## config.mk

```make
export PLATFORM = sky130hd
export DESIGN_NAME = pwm_gate_gen
export DESIGN_NICKNAME = d
export VERILOG_FILES = /design/src/rtl/pwm_gate_gen.sv
export SDC_FILE = /design/constraint.sdc
export NUM_CORES = 1
export LEC_CHECK = 0
export CAP_MARGIN = 20
export CORE_MARGIN = 4
export CORE_UTILIZATION = 53
export CTS_CLUSTER_DIAMETER = 40
export DETAILED_ROUTE_END_ITERATION = 8
export PLACE_DENSITY_LB_ADDON = 0.15
export SLEW_MARGIN = 20
export SYNTH_ARGS = -nofsm -noshare
export SYNTH_HDL_FRONTEND = slang
export SYNTH_SLANG_ARGS = --single-unit
```

## constraint.sdc

```tcl
create_clock -name clk -period 3.5 [get_ports clk]
set_input_delay 0.35 -clock clk [delete_from_list [all_inputs] [get_ports clk]]
set_output_delay 0.35 -clock clk [all_outputs]
set_load 0.01 [all_outputs]
```

## src/rtl/pwm_gate_gen.sv

```systemverilog
`timescale 1ns/1ps
`default_nettype none
// ============================================================================
// Module   : pwm_gate_gen
// Purpose  : Counter-based PWM generator with complementary, dead-time
//            separated gate drive for a buck power stage. Period, duty and
//            dead time arrive on a valid/ready port, are held in a pending
//            set and copied to the active set only at a period boundary.
// Ports    : clk          - rising-edge clock
//            rst          - asynchronous reset, active low
//            en           - run enable; low forces both gates off, cnt = 0
//            cfg_valid    - configuration offer
//            cfg_ready    - pending slot free (= !pend)
//            cfg_period   - requested period in cycles (< 2 is rejected)
//            cfg_duty     - requested high-side on-count
//            cfg_dead     - requested dead time in cycles
//            cfg_err      - one-cycle pulse for a rejected transfer
//            gate         - high-side drive (registered)
//            gate_lo      - low-side drive (registered)
//            period_start - one-cycle pulse, one cycle after cnt == 0
// Revision : 1.0 - initial release
// ============================================================================
module pwm_gate_gen #(
    parameter int CNT_WIDTH  = 16,
    parameter int DEAD_WIDTH = 8,
    parameter int DEF_PERIOD = 200,
    parameter int DEF_DUTY   = 100,
    parameter int DEF_DEAD   = 0
) (
    input  logic                  clk,
    input  logic                  rst,
    input  logic                  en,
    input  logic                  cfg_valid,
    output logic                  cfg_ready,
    input  logic [CNT_WIDTH-1:0]  cfg_period,
    input  logic [CNT_WIDTH-1:0]  cfg_duty,
    input  logic [DEAD_WIDTH-1:0] cfg_dead,
    output logic                  cfg_err,
    output logic                  gate,
    output logic                  gate_lo,
    output logic                  period_start
);

    localparam logic [CNT_WIDTH-1:0]  c_def_period = CNT_WIDTH'(DEF_PERIOD);
    localparam logic [CNT_WIDTH-1:0]  c_def_duty   = CNT_WIDTH'(DEF_DUTY);
    localparam logic [DEAD_WIDTH-1:0] c_def_dead   = DEAD_WIDTH'(DEF_DEAD);
    localparam logic [CNT_WIDTH-1:0]  c_cnt_one    = CNT_WIDTH'(1);
    localparam logic [CNT_WIDTH-1:0]  c_min_period = CNT_WIDTH'(2);
    localparam logic [DEAD_WIDTH-1:0] c_dead_one   = DEAD_WIDTH'(1);

    typedef enum logic [1:0] {
        c_st_off  = 2'd0,
        c_st_dead = 2'd1,
        c_st_hi   = 2'd2,
        c_st_lo   = 2'd3
    } state_t;

    // Active and pending configuration
    logic [CNT_WIDTH-1:0]  r_per_a, r_duty_a, r_per_p, r_duty_p;
    logic [DEAD_WIDTH-1:0] r_dead_a, r_dead_p;
    logic                  r_pend;

    // Timing state
    logic [CNT_WIDTH-1:0]  r_cnt;
    logic [DEAD_WIDTH-1:0] r_dcnt, w_dcnt_nx;
    logic                  r_raw_q, r_en_q;
    state_t                r_state, w_state_nx, w_side;

    // Registered outputs
    logic r_gate, r_gate_lo, r_period_start, r_cfg_err;

    logic w_last, w_xfer, w_per_ok, w_apply, w_raw;

    // Active period is always >= 2, so per_a-1 never underflows. Using >=
    // keeps the counter bounded even if it were ever outside the period.
    assign w_last   = (r_cnt >= (r_per_a - c_cnt_one));
    assign w_xfer   = cfg_valid && !r_pend;
    assign w_per_ok = (cfg_period >= c_min_period);
    // Apply at the wrap into 0, or at the end of the first enabled cycle
    // after en rises (the counter was parked at 0 while disabled).
    assign w_apply  = r_pend && en && (w_last || !r_en_q);
    assign w_raw    = en && (r_cnt < r_duty_a);
    assign w_side   = w_raw ? c_st_hi : c_st_lo;

    assign cfg_ready    = !r_pend;
    assign cfg_err      = r_cfg_err;
    assign gate         = r_gate;
    assign gate_lo      = r_gate_lo;
    assign period_start = r_period_start;

    // Configuration double buffer. Transfer needs !pend and apply needs
    // pend, so the two branches can never fire on the same edge.
    always_ff @(posedge clk or negedge rst) begin
        if (!rst) begin
            r_per_a   <= c_def_period;
            r_duty_a  <= c_def_duty;
            r_dead_a  <= c_def_dead;
            r_per_p   <= c_def_period;
            r_duty_p  <= c_def_duty;
            r_dead_p  <= c_def_dead;
            r_pend    <= 1'b0;
            r_cfg_err <= 1'b0;
        end else begin
            r_cfg_err <= w_xfer && !w_per_ok;
            if (w_apply) begin
                r_per_a  <= r_per_p;
                r_duty_a <= r_duty_p;
                r_dead_a <= r_dead_p;
                r_pend   <= 1'b0;
            end else if (w_xfer && w_per_ok) begin
                r_per_p  <= cfg_period;
                r_duty_p <= cfg_duty;
                r_dead_p <= cfg_dead;
                r_pend   <= 1'b1;
            end
        end
    end

    // Period counter
    always_ff @(posedge clk or negedge rst) begin
        if (!rst) begin
            r_cnt  <= '0;
            r_en_q <= 1'b0;
        end else begin
            r_en_q <= en;
            if (!en || w_last) begin
                r_cnt <= '0;
            end else begin
                r_cnt <= r_cnt + c_cnt_one;
            end
        end
    end

    // Dead-time FSM: next-state decides this cycle's drive. A raw edge (or
    // leaving OFF) opens a DEAD window of dead_a cycles; a zero dead time
    // skips DEAD entirely. dcnt holds the DEAD cycles still to go after
    // the current one.
    always_comb begin
        w_state_nx = r_state;
        w_dcnt_nx  = r_dcnt;
        if (!en) begin
            w_state_nx = c_st_off;
            w_dcnt_nx  = '0;
        end else if ((r_state == c_st_off) || (w_raw != r_raw_q)) begin
            if (r_dead_a == '0) begin
                w_state_nx = w_side;
            end else begin
                w_state_nx = c_st_dead;
                w_dcnt_nx  = r_dead_a - c_dead_one;
            end
        end else if (r_state == c_st_dead) begin
            if (r_dcnt == '0) begin
                w_state_nx = w_side;
            end else begin
                w_dcnt_nx = r_dcnt - c_dead_one;
            end
        end
    end

    always_ff @(posedge clk or negedge rst) begin
        if (!rst) begin
            r_state        <= c_st_off;
            r_dcnt         <= '0;
            r_raw_q        <= 1'b0;
            r_gate         <= 1'b0;
            r_gate_lo      <= 1'b0;
            r_period_start <= 1'b0;
        end else begin
            r_state        <= w_state_nx;
            r_dcnt         <= w_dcnt_nx;
            r_raw_q        <= w_raw;
            r_gate         <= (w_state_nx == c_st_hi);
            r_gate_lo      <= (w_state_nx == c_st_lo);
            r_period_start <= en && (r_cnt == '0);
        end
    end

    // Shoot-through protection: the two switches must never conduct together.
    a_gate_excl : assert property (@(posedge clk) disable iff (!rst)
                                   !(gate && gate_lo));

endmodule
`default_nettype wire

```

==> impl_metrics.yaml, run 1 <==
outcome:
  run_status: "complete, no violations"
setup_path:
  cp.required_ps: 3780
  r2r-end: "r_duty_a[1]"
  r2r-start: "r_per_a[4]"
  start_kind: "flop"
  worstSetupPathType: "reg2reg"
  arrival_ps: 3630
  r2r_slack_ps: 150
  rr_worst_depth: 14
  worstSetupEndpointType: "flop"
  worstPathMaxFanout: 16
logic_synthesis:
  yosysTopAreaCell: "dfrtp_1"
  synth_ff_type: "dfrtp_1"
  synthCells: 641
  synthTopCellsByArea: "dfrtp_1 (39%), mux2_2 (7.4%), ha_1 (6.8%), o2111ai_1 (5.7%), dfstp_2 (4.9%)"
  post-synth-top-count-cell: "dfrtp_1"
  ys_seq_area_share_pct: 44.2
  syn_area_per_cell_um2: 10.0
  synth_cell_types: 56
  synth_nets: 720
  yosys_warnings: 0
  synth_commonest_cells: "dfrtp_1 (101), nand2_1 (64), o21ai_0 (48)"
  synth_async_sr_flop_share_pct: 100
  syn_area_mm2: 0.00643
  ys_ff_latch: 113
  synth_edf_count: 0
  netlist.area_leader.share_pct: 39.3
global_route:
  grt_first_pass_wirelength_um: 27300
  grt_overflow: 0
  grt_pass1_vias: 5484
  antenna_found_initial: 0
  grtUsageTotal_pct: 24.1
  grt_max_degree: 89
cells_and_area:
  diodes: 0
  area_delta_synth_final_pct: 24.2
  drive_gt1_share_pct: 21.8
  final_nets: 786
power:
  power_density_mw_per_mm2: 639
  p_leak_nw: 3.34
  switching_share_pct: 31.9
  internal_power_mw: 3.47
  p_switching_mw: 1.62
  seqPwrFrac_pct: 41.6
  clockPowerShare_pct: 32.7
  ir_drop_mv: 0.511
  power_frac_comb_pct: 25.7
floorplan:
  core_mm2: 0.0117
  initial_core_util_pct: 55.1
  io_pins: 49
  rows: 39
  die_w_um: 118
  fp.dieH_um: 118
  die-area_mm2: 0.0140
timing:
  max_slew_margin_pct: 36.3
  worstMarginPinSlew_ps: 956
  min_period_over_period_pct: 95.8
  finalSetupTns_ps: 0
  setup_violations: 0
  report.final.slew_viol_count: 0
  fmax_ghz: 0.298
  clock_skew_ps: 11.2
  final.min_clock_period_ps: 3350
  hold_violations: 0
  hold_ws_ps: 6.45
  rsz0062_at_grt: "true"
routing:
  drtAntennaViolNets: 0
  vias_per_cell: 6.31
  post_drt_wl_per_cell_um: 19.0
  drc: 0
  drtIter0Drc: 376
  drt-total-wl_um: 16400
  drt_pass1_iterations: 5
  vias: 5443
placed_design:
  io_buffer_count: 48
  dp_hpwl_um: 11000
  place_congestion: 0.915
clocking:
  cts.clk_slew.worst_paths_ps: 50
  cts_max_path_buffers: 2
  clock-sinks: 113
  clk_latency_ps: 420
  clockRootBuffer: "clkbuf_16"
  cts-buffers-inserted: 17
  cts_tree: "built"
  htreeDepth: 4
  holdBufCountCts: 0
flow_run:
  cap_violations: 0
hold_path:
  hp-class: "in2async"
-- power by group through the flow --
stage	clock network, mW	logic [mW]	registers [mW]
after CTS	1.70	1.26	2.10
after detailed placement	0	1.25	2.11
after global routing	1.76	1.47	2.17
final	1.67	1.31	2.12
after global placement	0	1.20	2.08
after floorplan	0	0.923	2.00
-- what timing repair did --
item	4_1_cts	5_1_grt
cloned	0	1
gates resized for setup	3	22
pin swaps	0	24
setup endpoints to repair	42	58
buffers inserted	0	8
-- layout make-up --
type	count	area (um^2)
Fill cell	897	3680
Multi-Input combinational cell	454	3410
Sequential cell	113	2840
Timing Repair Buffer	92	857
Clock buffer	25	505
Tap cell	143	179
Inverter	29	109
Clock inverter	7	75.1
-- registers in the layout, indices dropped and copies added, names as in the netlist, 8 cells and up --
| signal | flops |
|---|---|
| r_dead_p | 8 |
| r_duty_a | 16 |
| r_per_p | 16 |
| r_cnt | 16 |
| r_dcnt | 8 |
| r_per_a | 16 |
| r_dead_a | 8 |
| r_duty_p | 16 |
-- cells by family after synthesis --
kind of cell	Yosys count	share of synthesized area [%]
buffers and inverters	74	4.48
flip-flops	113	44.2
AND/OR/NAND/NOR	169	12.4
XOR/XNOR	30	4.09
multiplexers	47	8.14
adder cells (fa/ha/maj)	35	6.81
AO/OA/AOI/OAI	173	19.9
-- critical path, cell delays in order (launching register included) --
cell,delay [ps]
dfrtp_1,390
nor3_2,190
nand2b_1,130
nor4_4,300
nand2_1,100
or2_4,260
nor4_4,160
xnor2_1,150
ha_1,260
a21o_1,190
a21o_1,200
a211oi_4,310
o211a_4,260
clkbuf_16,190
o211ai_1,110
-- per-stage QoR --
stage	cell area (um^2)	power [mW]	worst slack, ps	instances	util, %
floorplan	6440	2.92	20.6	641	-
global placement	7200	3.28	59.3	822	61.8
detailed placement	7200	3.36	-79.5	822	61.8
CTS	7800	5.06	14.8	854	66.9
global route	7980	5.41	-58.3	863	68.4
finish	7980	5.10	148	863	68.4
-- layer usage --
metal / vias up / share of wire, % / global-route usage, %
met1: 2686 / 44 / 31.1
li1: 2535 / - / -
met3: 31 / 5.5 / 5.44
met5: - / 0 / 0
met2: 191 / 49 / 40.0
met4: 0 / 1.8 / 8.28
-- worst max-delay path by stage --
stage | from | to | slack (ps) | cells past startpoint
after floorplan | r_per_a[4] | r_cnt[9] | 20 | 14
after global placement | r_per_a[4] | r_pend | 60 | 13
after detailed placement | r_per_a[4] | r_per_a[9] | -80 | 13
after CTS | r_per_a[4] | r_duty_a[13] | 10 | 13
after global routing | r_per_a[4] | r_duty_a[1] | -60 | 14
final | r_per_a[4] | r_duty_a[1] | 150 | 14
-- cell usage in the layout, fill, tap and decap left out, types with 7 or more instances in the layout --
cell type / synthesis / final
a21o_1: 8 / 8
buf_4: 1 / 39
clkbuf_16: 0 / 18
clkdlybuf4s50_1: 0 / 47
dfrtp_1: 101 / 101
dfstp_2: 12 / 12
ha_1: 35 / 34
inv_1: 27 / 27
mux2_2: 42 / 42
nand2_1: 64 / 62
nand3_1: 13 / 13
nor2_1: 36 / 34
nor3_1: 11 / 7
nor4_1: 12 / 10
o2111ai_1: 42 / 42
o211ai_1: 42 / 42
o21ai_0: 48 / 46
xnor2_1: 16 / 16
xor2_1: 14 / 14
(Power assumes the default switching activity.)
==> run 2, diff against run 1 <==
--- a/config.mk
+++ b/config.mk
@@ -8,7 +8,7 @@
 export CAP_MARGIN = 20
 export CORE_MARGIN = 4
 export CORE_UTILIZATION = 53
-export CTS_CLUSTER_DIAMETER = 40
+export CTS_CLUSTER_DIAMETER = 100
 export DETAILED_ROUTE_END_ITERATION = 8
 export PLACE_DENSITY_LB_ADDON = 0.15
 export SLEW_MARGIN = 20
==> results of run 2 <==
Final layout, timing and power as in run 1 (identical DEF).
==> run 3, diff against run 2 <==
--- a/config.mk
+++ b/config.mk
@@ -6,12 +6,10 @@
 export NUM_CORES = 1
 export LEC_CHECK = 0
 export CAP_MARGIN = 20
-export CORE_MARGIN = 4
 export CORE_UTILIZATION = 53
 export CTS_CLUSTER_DIAMETER = 100
 export DETAILED_ROUTE_END_ITERATION = 8
 export PLACE_DENSITY_LB_ADDON = 0.15
-export SLEW_MARGIN = 20
 export SYNTH_ARGS = -nofsm -noshare
 export SYNTH_HDL_FRONTEND = slang
 export SYNTH_SLANG_ARGS = --single-unit
==> run 3 against run 2 <==
  * The run now ends with DRC, setup timing left
  * Worst setup slack got worse by 210 ps
  * First-iteration DRC count did not move
  * Power down 3.1%
  * Non-clock buffer count increased by 8
  * Die area shrank 9.9%
==> impl_metrics.yaml, run 3 (synthesis results as in run 1) <==
outcome:
  run_status: "complete, but fails checks"
  violations: "DRC, setup timing"
floorplan:
  die-area_mm2: 0.0126
  fp.dieH_um: 112
  rows: 39
  core_mm2: 0.0116
  initial_core_util_pct: 55.4
  io_pins: 49
  die_w_um: 112
power:
  power_density_mw_per_mm2: 617
  power_mw: 4.94
  ir_drop_mv: 0.417
  p_leak_nw: 3.37
clocking:
  clock-sinks: 113
  cts_tree: "built"
  cts-buffers-inserted: 17
  holdBufCountCts: 0
  clk_latency_ps: 420
  cts.clk_slew.worst_paths_ps: 50
  htreeDepth: 4
  clockRootBuffer: "clkbuf_16"
  cts_max_path_buffers: 2
timing:
  final.min_clock_period_ps: 3560
  hold_violations: 0
  report.final.slew_viol_count: 0
  fmax_ghz: 0.281
  clock_skew_ps: 9.25
  setup_violations: 17
  rsz0062_at_grt: "true"
  max_slew_margin_pct: 33.3
  finalWorstSetupSlack_ps: -57.3
  worstMarginPinSlew_ps: 1000
  min_period_over_period_pct: 102
routing:
  drtAntennaViolNets: 0
  drt-total-wl_um: 15800
  drtIter0Drc: 376
  vias_per_cell: 6.23
  post_drt_wl_per_cell_um: 18.2
  drc: 1
  vias: 5427
  drt_pass1_iterations: 9
setup_path:
  r2r-end: "r_cnt[5]"
  r2r_slack_ps: -60
  worstSetupEndpointType: "flop"
  worstSetupPathType: "reg2reg"
  start_kind: "flop"
  arrival_ps: 3860
  rr_worst_depth: 14
  r2r-start: "r_per_a[4]"
  startpoint: "r_per_a[4]"
  worstPathMaxFanout: 8
  cp.required_ps: 3800
  crit_end: "r_cnt[5]"
cells_and_area:
  diodes: 0
  multi_input_area_mm2: 0.00344
  drive_gt1_share_pct: 22.8
  seq_area_mm2: 0.00284
  fillCellCount: 908
  layout_commonest_cell: "dfrtp_1"
  final_nets: 794
  area_delta_synth_final_pct: 24.4
  final_cell_mix: "dfrtp_1 (101), nand2_1 (62), o21ai_0 (48)"
  stdcell_count: 871
global_route:
  grt_overflow: 0
  grt_pass1_vias: 5472
  grt_max_degree: 65
  grtUsageTotal_pct: 26.9
  antenna_found_initial: 0
  grt_first_pass_wirelength_um: 26600
flow_run:
  cap_violations: 0
placed_design:
  io_buffer_count: 48
  dp.cells: 828
  dp_hpwl_um: 10700
  place_congestion: 0.842
hold_path:
  hp-class: "in2async"
[run 3: cell types whose count changed in the layout (fill, tap and decap cells not counted), moves of 3 or more]
cell / previous run / this run
buf_4: 39 / 47
clkinv_2: 1 / 7
clkinvlp_4: 3 / 0
nor2_1: 34 / 30
[run 3: timing repair]
action                                  4_1_cts  5_1_grt
cloned                                        0        1
gates resized for setup                       4       27
hold endpoints to repair                      0        0
endpoints found under the setup margin       58       58
pin swaps                                     0       20
setup buffers                                 0       10
[run 3: cell type report]
| type | instances | share of cell area [%] |
|---|---|---|
| well taps | 143 | 2.24 |
| multi-input cells | 454 | 43.0 |
| inverters | 29 | 1.36 |
| clock inverters | 7 | 0.438 |
| repair buffers | 100 | 11.4 |
| flip-flops and latches | 113 | 35.5 |
| clock buffers | 25 | 6.07 |
[run 3: how the worst min path moves through the flow]
| stage | startpoint | endpoint | slack [ps] | depth (start not counted) |
|---|---|---|---|---|
| after global routing | rst | r_duty_a[8] | 90 | 1 |
| after CTS | rst | r_duty_a[7] | 50 | 1 |
| final | rst | r_duty_p[7] | 20 | 1 |
| after global placement | r_pend | cfg_err | 460 | 1 |
| after floorplan | rst | cfg_err | 50 | 0 |
| after detailed placement | r_pend | cfg_err | 450 | 1 |
[run 3: layer usage]
metal / part of all wire (%) / GRT usage [%] / vias to the layer above
met5: 0 / 0 / -
met4: 3.1 / 14.0 / 0
met2: 47 / 43.1 / 193
met3: 6.2 / 5.62 / 41
met1: 44 / 34.6 / 2649
li1: - / - / 2544
[run 3: per-stage QoR]
stage / area (um^2) / util [%] / hold WS, ps / setup slack (ps) / TNS, ps
floorplan: 6440 / - / 54.4 / 20.6 / 0
global placement: 7260 / 62.5 / 462 / -21.0 / -21.0
detailed placement: 7260 / 62.5 / 455 / -95.9 / -1180
CTS: 7800 / 67.2 / 45.7 / 5.15 / 0
global route: 8000 / 68.9 / 88.7 / -270 / -11970
finish: 8000 / 68.9 / 23.0 / -57.3 / -705
[run 3: report_power, final]
group	total, mW	switching (mW)	internal (mW)
registers	2.11	0.366	1.74
clock network	1.53	0.577	0.948
logic	1.30	0.643	0.660
[run 3: worst max-delay path, stage by stage (launching register included)]
cell and delay, ps:
dfrtp_1 390, nor3_2 230, nand2b_1 150, nor4_4 310, nand2_1 100, or2_4 270
nor2_1 150, xnor2_1 90, ha_1 310, nand4_1 130, or4_4 590, buf_8 150
o211ai_1 290, buf_4 230, nor2_1 60
